<file path="config.mk">
export PLATFORM = sky130hd
export DESIGN_NAME = mac_seq_ctrl
export DESIGN_NICKNAME = d
export VERILOG_FILES = /design/src/rtl/mac_seq_ctrl.sv
export SDC_FILE = /design/constraint.sdc
export NUM_CORES = 1
export LEC_CHECK = 0
export BUFFER_PORTS_ARGS = -buffer_cell sky130_fd_sc_hd__clkbuf_2
export CAP_MARGIN = 20
export CORE_MARGIN = 10
export CORE_UTILIZATION = 43
export CTS_CLUSTER_SIZE = 25
export DETAILED_ROUTE_END_ITERATION = 16
export PLACE_DENSITY = 0.76
export SYNTH_ARGS = -nofsm -noshare
export SYNTH_HDL_FRONTEND = slang
export SYNTH_SLANG_ARGS = --single-unit
export TNS_END_PERCENT = 30
</file>
<file path="constraint.sdc">
create_clock -name clk -period 2.05 [get_ports clk]
set_input_delay 0 -clock clk [delete_from_list [all_inputs] [get_ports clk]]
set_output_delay 0 -clock clk [all_outputs]
set_load 0.02 [all_outputs]
</file>
<file path="src/rtl/mac_seq_ctrl.sv">
// -----------------------------------------------------------------------------
// mac_seq_ctrl
//
// Sequencer for the signed 8x8 MAC of the SNN datapath. On `start` it
// computes one fully-connected layer of NUM_OUT neurons. Each neuron is the
// dot product of NUM_IN signed 8-bit inputs with signed 8-bit weights. The
// block issues input-RAM and weight-ROM read addresses, feeds the returned
// operands to the external MAC, clears the MAC between neurons, and writes a
// scaled and saturated 8-bit result per neuron to the output buffer.
//
// Optional feature (compile-time macro MAC_SEQ_RELU_EN):
//   defined     : ReLU clamp to 0..127 (unsigned result)
//   not defined : signed saturation to -128..127 (two's complement result)
//
// Ports
//   clk        rising-edge clock
//   rst        asynchronous, active-high reset
//   start      begin a layer (sampled only while idle)
//   busy       high from the cycle after start is accepted to the last write
//   done       one-cycle pulse coincident with the last out_we
//   in_addr    input RAM read address (data returns one cycle later)
//   in_data    input RAM read data, signed
//   wt_addr    weight ROM address n*NUM_IN+i (data returns one cycle later)
//   wt_data    weight ROM read data, signed
//   mac_in1/2  MAC operands, zero whenever no valid data is returning
//   mac_clr_n  MAC synchronous clear, active low
//   mac_acc    MAC accumulator, signed 26 bit
//   out_we     output buffer write strobe
//   out_addr   neuron index being written
//   out_data   activated result, zero when out_we is low
// -----------------------------------------------------------------------------
module mac_seq_ctrl #(
  parameter int  NUM_IN  = 784,
  parameter int  NUM_OUT = 32,
  parameter int  SHIFT   = 8,
  localparam int IADDR_W = $clog2(NUM_IN),
  localparam int WADDR_W = $clog2(NUM_IN * NUM_OUT),
  localparam int OADDR_W = (NUM_OUT > 1) ? $clog2(NUM_OUT) : 1
) (
  input  logic               clk,
  input  logic               rst,
  input  logic               start,
  output logic               busy,
  output logic               done,
  output logic [IADDR_W-1:0] in_addr,
  input  logic [7:0]         in_data,
  output logic [WADDR_W-1:0] wt_addr,
  input  logic [7:0]         wt_data,
  output logic [7:0]         mac_in1,
  output logic [7:0]         mac_in2,
  output logic               mac_clr_n,
  input  logic [25:0]        mac_acc,
  output logic               out_we,
  output logic [OADDR_W-1:0] out_addr,
  output logic [7:0]         out_data
);

  typedef enum logic [1:0] {
    S_IDLE,
    S_ISSUE,
    S_DRAIN,
    S_WRITE
  } state_e;

  localparam logic [IADDR_W-1:0] LAST_I = IADDR_W'(NUM_IN - 1);
  localparam logic [OADDR_W-1:0] LAST_N = OADDR_W'(NUM_OUT - 1);

  state_e               state_q,    state_d;
  logic [OADDR_W-1:0]   n_q,        n_d;
  logic [IADDR_W-1:0]   in_addr_q,  in_addr_d;
  logic [WADDR_W-1:0]   wt_addr_q,  wt_addr_d;
  logic                 vld_q,      vld_d;
  logic                 busy_q,     busy_d;
  logic                 done_q,     done_d;
  logic                 clr_n_q,    clr_n_d;
  logic                 out_we_q,   out_we_d;
  logic [OADDR_W-1:0]   out_addr_q, out_addr_d;

  // ---------------------------------------------------------------------------
  // Next-state and next-output logic. All outputs except the operand mux and
  // the activation are registered, so each one is computed here for the cycle
  // the FSM is about to enter.
  // ---------------------------------------------------------------------------
  always_comb begin
    // NOTE: every signal gets a default before the case so that no path leaves
    // it unassigned; otherwise synthesis infers a latch.
    state_d    = state_q;
    n_d        = n_q;
    in_addr_d  = in_addr_q;
    wt_addr_d  = wt_addr_q;
    vld_d      = 1'b0;
    busy_d     = busy_q;
    done_d     = 1'b0;
    clr_n_d    = clr_n_q;
    out_we_d   = 1'b0;
    out_addr_d = '0;

    unique case (state_q)
      S_IDLE: begin
        n_d       = '0;
        in_addr_d = '0;
        wt_addr_d = '0;
        busy_d    = 1'b0;
        clr_n_d   = 1'b0;
        if (start) begin
          state_d = S_ISSUE;
          busy_d  = 1'b1;
          clr_n_d = 1'b1;
        end
      end

      S_ISSUE: begin
        // An address goes out this cycle, so its data is valid next cycle.
        vld_d = 1'b1;
        if (in_addr_q == LAST_I) begin
          state_d = S_DRAIN;
        end else begin
          in_addr_d = in_addr_q + 1'b1;
          // Running weight address replaces the n*NUM_IN+i multiply.
          wt_addr_d = wt_addr_q + 1'b1;
        end
      end

      S_DRAIN: begin
        state_d    = S_WRITE;
        clr_n_d    = 1'b0;
        out_we_d   = 1'b1;
        out_addr_d = n_q;
        done_d     = (n_q == LAST_N);
      end

      S_WRITE: begin
        in_addr_d = '0;
        if (n_q == LAST_N) begin
          state_d   = S_IDLE;
          busy_d    = 1'b0;
          n_d       = '0;
          wt_addr_d = '0;
        end else begin
          state_d   = S_ISSUE;
          n_d       = n_q + 1'b1;
          // Weight address of the last issue was n*NUM_IN+NUM_IN-1; one more
          // step lands on the first weight of neuron n+1.
          wt_addr_d = wt_addr_q + 1'b1;
          clr_n_d   = 1'b1;
        end
      end

      default: state_d = S_IDLE;
    endcase
  end

  // NOTE: sequential state uses non-blocking assignments so every flop samples
  // the pre-edge values; the reset is in the sensitivity list so outputs drop
  // the moment rst rises, not at the next clock.
  always_ff @(posedge clk or posedge rst) begin
    if (rst) begin
      state_q    <= S_IDLE;
      n_q        <= '0;
      in_addr_q  <= '0;
      wt_addr_q  <= '0;
      vld_q      <= 1'b0;
      busy_q     <= 1'b0;
      done_q     <= 1'b0;
      clr_n_q    <= 1'b0;
      out_we_q   <= 1'b0;
      out_addr_q <= '0;
    end else begin
      state_q    <= state_d;
      n_q        <= n_d;
      in_addr_q  <= in_addr_d;
      wt_addr_q  <= wt_addr_d;
      vld_q      <= vld_d;
      busy_q     <= busy_d;
      done_q     <= done_d;
      clr_n_q    <= clr_n_d;
      out_we_q   <= out_we_d;
      out_addr_q <= out_addr_d;
    end
  end

  // ---------------------------------------------------------------------------
  // Activation: arithmetic shift, then clamp to the 8-bit output range.
  // ---------------------------------------------------------------------------
  logic signed [25:0] acc_shifted;
  logic [7:0]         act;

  assign acc_shifted = $signed(mac_acc) >>> SHIFT;

  always_comb begin
    act = acc_shifted[7:0];
`ifdef MAC_SEQ_RELU_EN
    if (acc_shifted < 26'sd0) begin
      act = 8'd0;
    end else if (acc_shifted > 26'sd127) begin
      act = 8'd127;
    end
`else
    if (acc_shifted > 26'sd127) begin
      act = 8'h7F;
    end else if (acc_shifted < -26'sd128) begin
      act = 8'h80;
    end
`endif
  end

  // ---------------------------------------------------------------------------
  // Outputs. Operands are forced to zero whenever no read data is returning,
  // because the MAC accumulates on every edge while its clear is released.
  // ---------------------------------------------------------------------------
  assign busy      = busy_q;
  assign done      = done_q;
  assign in_addr   = in_addr_q;
  assign wt_addr   = wt_addr_q;
  assign mac_clr_n = clr_n_q;
  assign mac_in1   = vld_q ? in_data : 8'd0;
  assign mac_in2   = vld_q ? wt_data : 8'd0;
  assign out_we    = out_we_q;
  assign out_addr  = out_addr_q;
  assign out_data  = out_we_q ? act : 8'd0;

endmodule

</file>
==> results of run 1 <==
==> sequential cells by signal, indices dropped and copies added (netlist names) <==
name,cells
done,1
out_addr,5
vld_q,1
n_q,5
wt_addr,15
in_addr,10
mac_clr_n,1
busy,1
state_q,2
out_we,1
==> worst paths after layout <==
kind                            start    endpoint  slack (ps)  depth (start not counted)
max                        in_addr[4]  state_q[1]         130                          5
min                             start   mac_clr_n          30                          3
min reg2reg                    n_q[3]      n_q[3]         510                          1
min in group asynchronous         rst  wt_addr[5]         360                          4
max reg2reg                in_addr[4]  state_q[1]         130                          5
max in group asynchronous         rst  state_q[1]        1310                          4
==> worst max-delay path, cell delays in order, from the launching register on <==
cell and delay [ps]:
dfrtp_1 380, or4_1 650, buf_4 210, o31ai_4 280, a21oi_1 110, a31o_1 190
==> logic make-up (layout without fill, tap and decap cells) <==
kind of cell / count (synthesis) / after routing / synth area share [%]
adders and majority gates: 8 / 8 / 4.20
xor gates and xnor gates: 6 / 6 / 2.20
muxes: 11 / 11 / 4.72
and+or+nand+nor: 128 / 128 / 28.3
DFF: 42 / 42 / 44.0
AOI/OAI and AO/OA: 46 / 46 / 13.4
buffers and inverters: 17 / 129 / 3.09
==> what timing repair did <==
action | 4_1_cts | 5_1_grt
endpoints found under the hold margin | 42 | 0
resized for setup | 0 | 5
setup endpoints to repair | 0 | 12
hold buffers | 1 | 0
==> stage by stage <==
stage	util [%]	hold WS (ps)	power (mW)	setup WS [ps]
final	58.1	26.0	1.48	133
after global placement	55.9	149	0.956	100
after global routing	58.1	36.0	1.53	2.83
after detailed placement	55.9	145	0.959	66.7
after CTS	57.7	13.4	1.49	40.0
after floorplan	-	178	0.899	1.23
==> report_power, final <==
| part | switching (mW) | internal (mW) |
|---|---|---|
| Combinational | 0.0642 | 0.0495 |
| Clock | 0.299 | 0.239 |
| Sequential | 0 | 0.828 |
| Total | 0.363 | 1.12 |
==> final cells by class <==
cell class / count / share of cell area, %
Multi-Input combinational cell: 199 / 40.5
Inverter: 8 / 0.951
Clock buffer: 5 / 2.18
Clock inverter: 3 / 0.674
Tap cell: 72 / 2.85
Sequential cell: 42 / 33.3
Timing Repair Buffer: 113 / 19.5
==> layout by cell type, fill, tap and decap left out, types with 2 or more instances in the layout <==
master    count
xor2_1        4
buf_4        18
nor2b_1       2
nor4_1        3
o22ai_1       2
nand4_1      12
clkbuf_8      5
nand2b_1      7
o21ai_0       8
or4_1         5
or3_1         3
a21oi_1      12
inv_1         7
a22o_1        3
nand3_1      10
nand2_1      20
nor2_1       26
xnor2_1       2
a31oi_1       2
nor3_1        5
mux2i_1       9
and3_1        7
and2_1       24
o31ai_4       2
dfrtp_1      41
o21ai_1       3
o31ai_1       5
clkbuf_2     94
ha_1          8
==> per-layer routing <==
metal | GRT usage [%] | share of wire [%] | vias to the layer above
li1 | - | - | 1145
met1 | 15.6 | 39 | 1106
met2 | 26.4 | 53 | 55
met3 | 4.44 | 6.6 | 10
met4 | 3.87 | 1.3 | 0
met5 | 0 | 0 | -
==> impl_metrics.csv, run 1 <==
group,metric,value,unit
timing,finalSetupTns,0,ps
placed_design,placed_area,3040,um2
timing,clock_skew,9.44,ps
yosys,synth_common_cells,"dfrtp_1, nor2_1, and2_1, nand2_1",
finish,num_antenna_cells,0,
die,die_area,8930,um2
detailed_routing,vias,2316,
global_route,grt_first_pass_wirelength,10700,um
timing,max_freq,522,MHz
yosys,synth.top_cell.area_share,44.0,%
placed_design,dp_cells,433,
placed_design,dpl.hpwl,5050,um
timing,drv_slew,0,
global_route,grt_max_degree,43,
critical_path,worst_setup_path_start_kind,"register",
critical_path,crit_path_end_kind,"register",
die,die_w,94.5,um
min_path,worstHoldPathType,"in2reg",
detailed_routing,wl_per_cell,14.6,um
critical_path,worstPathArrival,2110,ps
power,power_density,468,nW/um2
finish,stdcell_count,442,
detailed_routing,ant_nets,0,
critical_path,cp_max_fo,6,
placed_design,place.gp.congestion,0.777,
clocking,cts_tree,"yes",
yosys,synth_ff_type,"dfrtp_1",
placed_design,io_buffers,94,
yosys,yosysTopAreaCell,"dfrtp_1",
run,cap_viol_max_count,0,
yosys,syn_inst,258,
finish,drive_gt1_share,35.1,%
clocking,clk_latency,300,ps
yosys,ys_seq_elements,42,
yosys,seq_area_frac_synth,44.0,%
run_status,outcome,"complete, no violations",
finish,multi_input_area,1280,um2
finish,fin_area,3160,um2
die,start_util,43.9,%
detailed_routing,post-route-drc-count,0,
timing,period_minus_slack,1920,ps
yosys,synthesis.area,2390,um2
critical_path,cp.required,2240,ps
timing,hold_viol_final,0,
finish,area_growth,32.4,%
clocking,clockBufferDepth,2,
global_route,globalRoute.totalOverflow,0,
timing,fin_crit_sh,93.5,%
power,max-vdd-ir-drop,0.211,mV
die,core,5440,um2
finish,fillers,504,
clocking,cts_max_level,2,
yosys,synth_edf_count,0,
clocking,numCtsBuffers,5,
detailed_routing,via_per_inst,5.24,
critical_path,crit_type,"reg2reg",
timing,worstMarginPinSlew,571,ps
global_route,first_global_vias,2403,
detailed_routing,wl,6470,um
yosys,synth.distinct_cells,43,
clocking,path_clk_slew,80,ps
yosys,synth_area_leaders,"dfrtp_1, and2_1, ha_1",
yosys,async_flop_share,100,%
die,die_height,94.5,um
power,p_leak,1.65,nW
die,placementRows,27,
finish,fin_nets,422,
clocking,root_buffer,"clkbuf_8",
global_route,grtUsageTotal,14.4,%
clocking,clkSinkCount,42,
yosys,ys_warn_count,0,
timing,slew_headroom,61.8,%
detailed_routing,drt_first_pass_iters,4,
finish,ff_latch_area,1050,um2
yosys,syn_nets,311,
timing,rsz0062_at_grt,"no",
global_route,antenna_found_initial,0,
clocking,post-cts-setup-buffer-count,0,
die,io_pins,103,
timing,setup_violations,0,
yosys,syn_area_per_cell,9.25,um2
detailed_routing,drtIter0Drc,137,
yosys,synth_most_common_cell,"dfrtp_1",
Note: power is estimated with default switching activity, not from simulation.
==> run 2, diff against run 1 <==
--- a/config.mk
+++ b/config.mk
@@ -12,6 +12,7 @@
 export CTS_CLUSTER_SIZE = 25
 export DETAILED_ROUTE_END_ITERATION = 16
 export PLACE_DENSITY = 0.76
+export RECOVER_POWER = 50
 export SYNTH_ARGS = -nofsm -noshare
 export SYNTH_HDL_FRONTEND = slang
 export SYNTH_SLANG_ARGS = --single-unit
==> run 2 against run 1 <==
  * Clock power is essentially flat
  * Critical path depth is the same
  * Via count is essentially flat
  * Critical endpoint unchanged
  * Highest routed layer unchanged
==> impl_metrics.csv, run 2 (synthesized netlist as in run 1, its figures left out) <==
group,metric,value,unit
run_status,outcome,"complete, no violations",
finish,area_growth,30.8,%
timing,slew_headroom,31.0,%
finish,drive_gt1_share,27.6,%
detailed_routing,via_per_inst,5.24,
clocking,root_buffer,"clkbuf_8",
global_route,grt_first_pass_wirelength,10700,um
clocking,clockBufferDepth,2,
finish,ff_latch_area,1050,um2
clocking,numCtsBuffers,5,
die,die_area,8930,um2
placed_design,dpl.hpwl,5050,um
critical_path,crit_type,"reg2reg",
die,core,5440,um2
clocking,path_clk_slew,80,ps
die,die_height,94.5,um
die,io_pins,103,
finish,multi_input_area,1280,um2
detailed_routing,vias,2315,
timing,period_minus_slack,1920,ps
placed_design,dp_worst_setup_slack,66.7,ps
placed_design,io_buffers,94,
min_path,worstHoldEndpoint,"busy",
critical_path,crit_path_end_kind,"register",
timing,fin_crit_sh,93.8,%
power,max-vdd-ir-drop,0.207,mV
clocking,clkSinkCount,42,
global_route,first_global_vias,2403,
die,start_util,43.9,%
timing,hold_viol_final,0,
timing,drv_slew,0,
critical_path,cp_max_fo,6,
detailed_routing,ant_nets,0,
clocking,cts_max_level,2,
critical_path,r2r_start,"in_addr[4]",
placed_design,place.gp.congestion,0.777,
timing,max_freq,520,MHz
critical_path,timing.rr.end,"state_q[1]",
min_path,hold_depth,3,
clocking,clk_latency,300,ps
min_path,hold_path.startpoint,"start",
finish,fillers,513,
finish,largest_reg_flops,15,
timing,finalSetupTns,0,ps
finish,final_cell_mix,"clkbuf_2, dfrtp_1, clkbuf_1",
die,die_w,94.5,um
critical_path,regToRegSetupSlack,130,ps
critical_path,cp.required,2250,ps
timing,worstMarginPinSlew,1030,ps
finish,num_antenna_cells,0,
global_route,grtUsageTotal,14.4,%
critical_path,rr_worst_depth,5,
run,cap_viol_max_count,0,
detailed_routing,post-route-drc-count,0,
critical_path,worstPathArrival,2120,ps
global_route,globalRoute.totalOverflow,0,
timing,clock_skew,10.2,ps
detailed_routing,wl_per_cell,14.8,um
power,p_leak,1.56,nW
detailed_routing,drt_first_pass_iters,4,
global_route,grt_max_degree,43,
power,power_density,474,nW/um2
clocking,cts_tree,"yes",
global_route,antenna_found_initial,0,
timing,final.setup.worst_slack,128,ps
detailed_routing,drtIter0Drc,133,
min_path,worstHoldPathType,"in2reg",
critical_path,worst_setup_path_start_kind,"register",
detailed_routing,wl,6530,um
finish,fin_nets,422,
timing,rsz0062_at_grt,"no",
timing,setup_violations,0,
die,placementRows,27,
finish,final_common_cell,"clkbuf_2",
-- run 2: changes by cell type in the layout (fill, tap and decap cells not counted), sizes merged --
| cell | change |
|---|---|
| clkbuf | +1 |
| buf | -1 |
-- run 2: where the power goes --
group	switching, mW	internal (mW)
registers	0	0.828
logic	0.0643	0.0488
clock network	0.299	0.239
total	0.363	1.12
-- run 2: cell type report --
type / count / area share [%]
Clock inverter: 3 / 0.682
Timing Repair Buffer: 113 / 18.5
Tap cell: 72 / 2.89
Clock buffer: 5 / 2.21
Inverter: 8 / 0.962
Sequential cell: 42 / 33.7
Multi-Input combinational cell: 199 / 41.0
-- run 2: stage by stage --
| step | cell area (um2) | hold WS, ps | util [%] | cells | power [mW] |
|---|---|---|---|---|---|
| final | 3120 | 15.1 | 57.4 | 442 | 1.48 |
| after global routing | 3120 | 36.0 | 57.4 | 442 | 1.53 |
| after CTS | 3140 | 13.4 | 57.7 | 442 | 1.49 |
| after detailed placement | 3040 | 145 | 55.9 | 433 | 0.959 |
| after global placement | 3040 | 149 | 55.9 | 433 | 0.956 |
| after floorplan | 2390 | 178 | - | 258 | 0.899 |
-- run 2: routing by layer --
layer  track usage, %  share of wire (%)
met5                0                  0
met4             3.87                1.3
met3             4.44                5.8
met2             26.4                 53
met1             15.6                 40
-- run 2: worst max path at each step --
stage	depth (start not counted)	slack [ps]	startpoint	to
after floorplan	5	1	in_addr[4]	wt_addr[0]
after global placement	6	100	n_q[0]	wt_addr[2]
after detailed placement	6	70	n_q[0]	wt_addr[2]
after CTS	6	40	n_q[0]	wt_addr[2]
after global routing	8	3	n_q[0]	wt_addr[10]
final	5	130	in_addr[4]	state_q[1]
-- run 2: worst max-delay path, stage by stage (launching register included) --
cell and delay (ps):
dfrtp_1 380, or4_1 650, buf_4 210, o31ai_4 290, a21oi_1 110, a31o_1 190
-- run 2: what timing repair did --
action | in CTS | in global routing
hold buffers | 1 | 0
gates resized for setup | 0 | 5
hold endpoints to repair | 42 | 0
buffers inserted | 0 | 0
setup endpoints to repair | 0 | 12
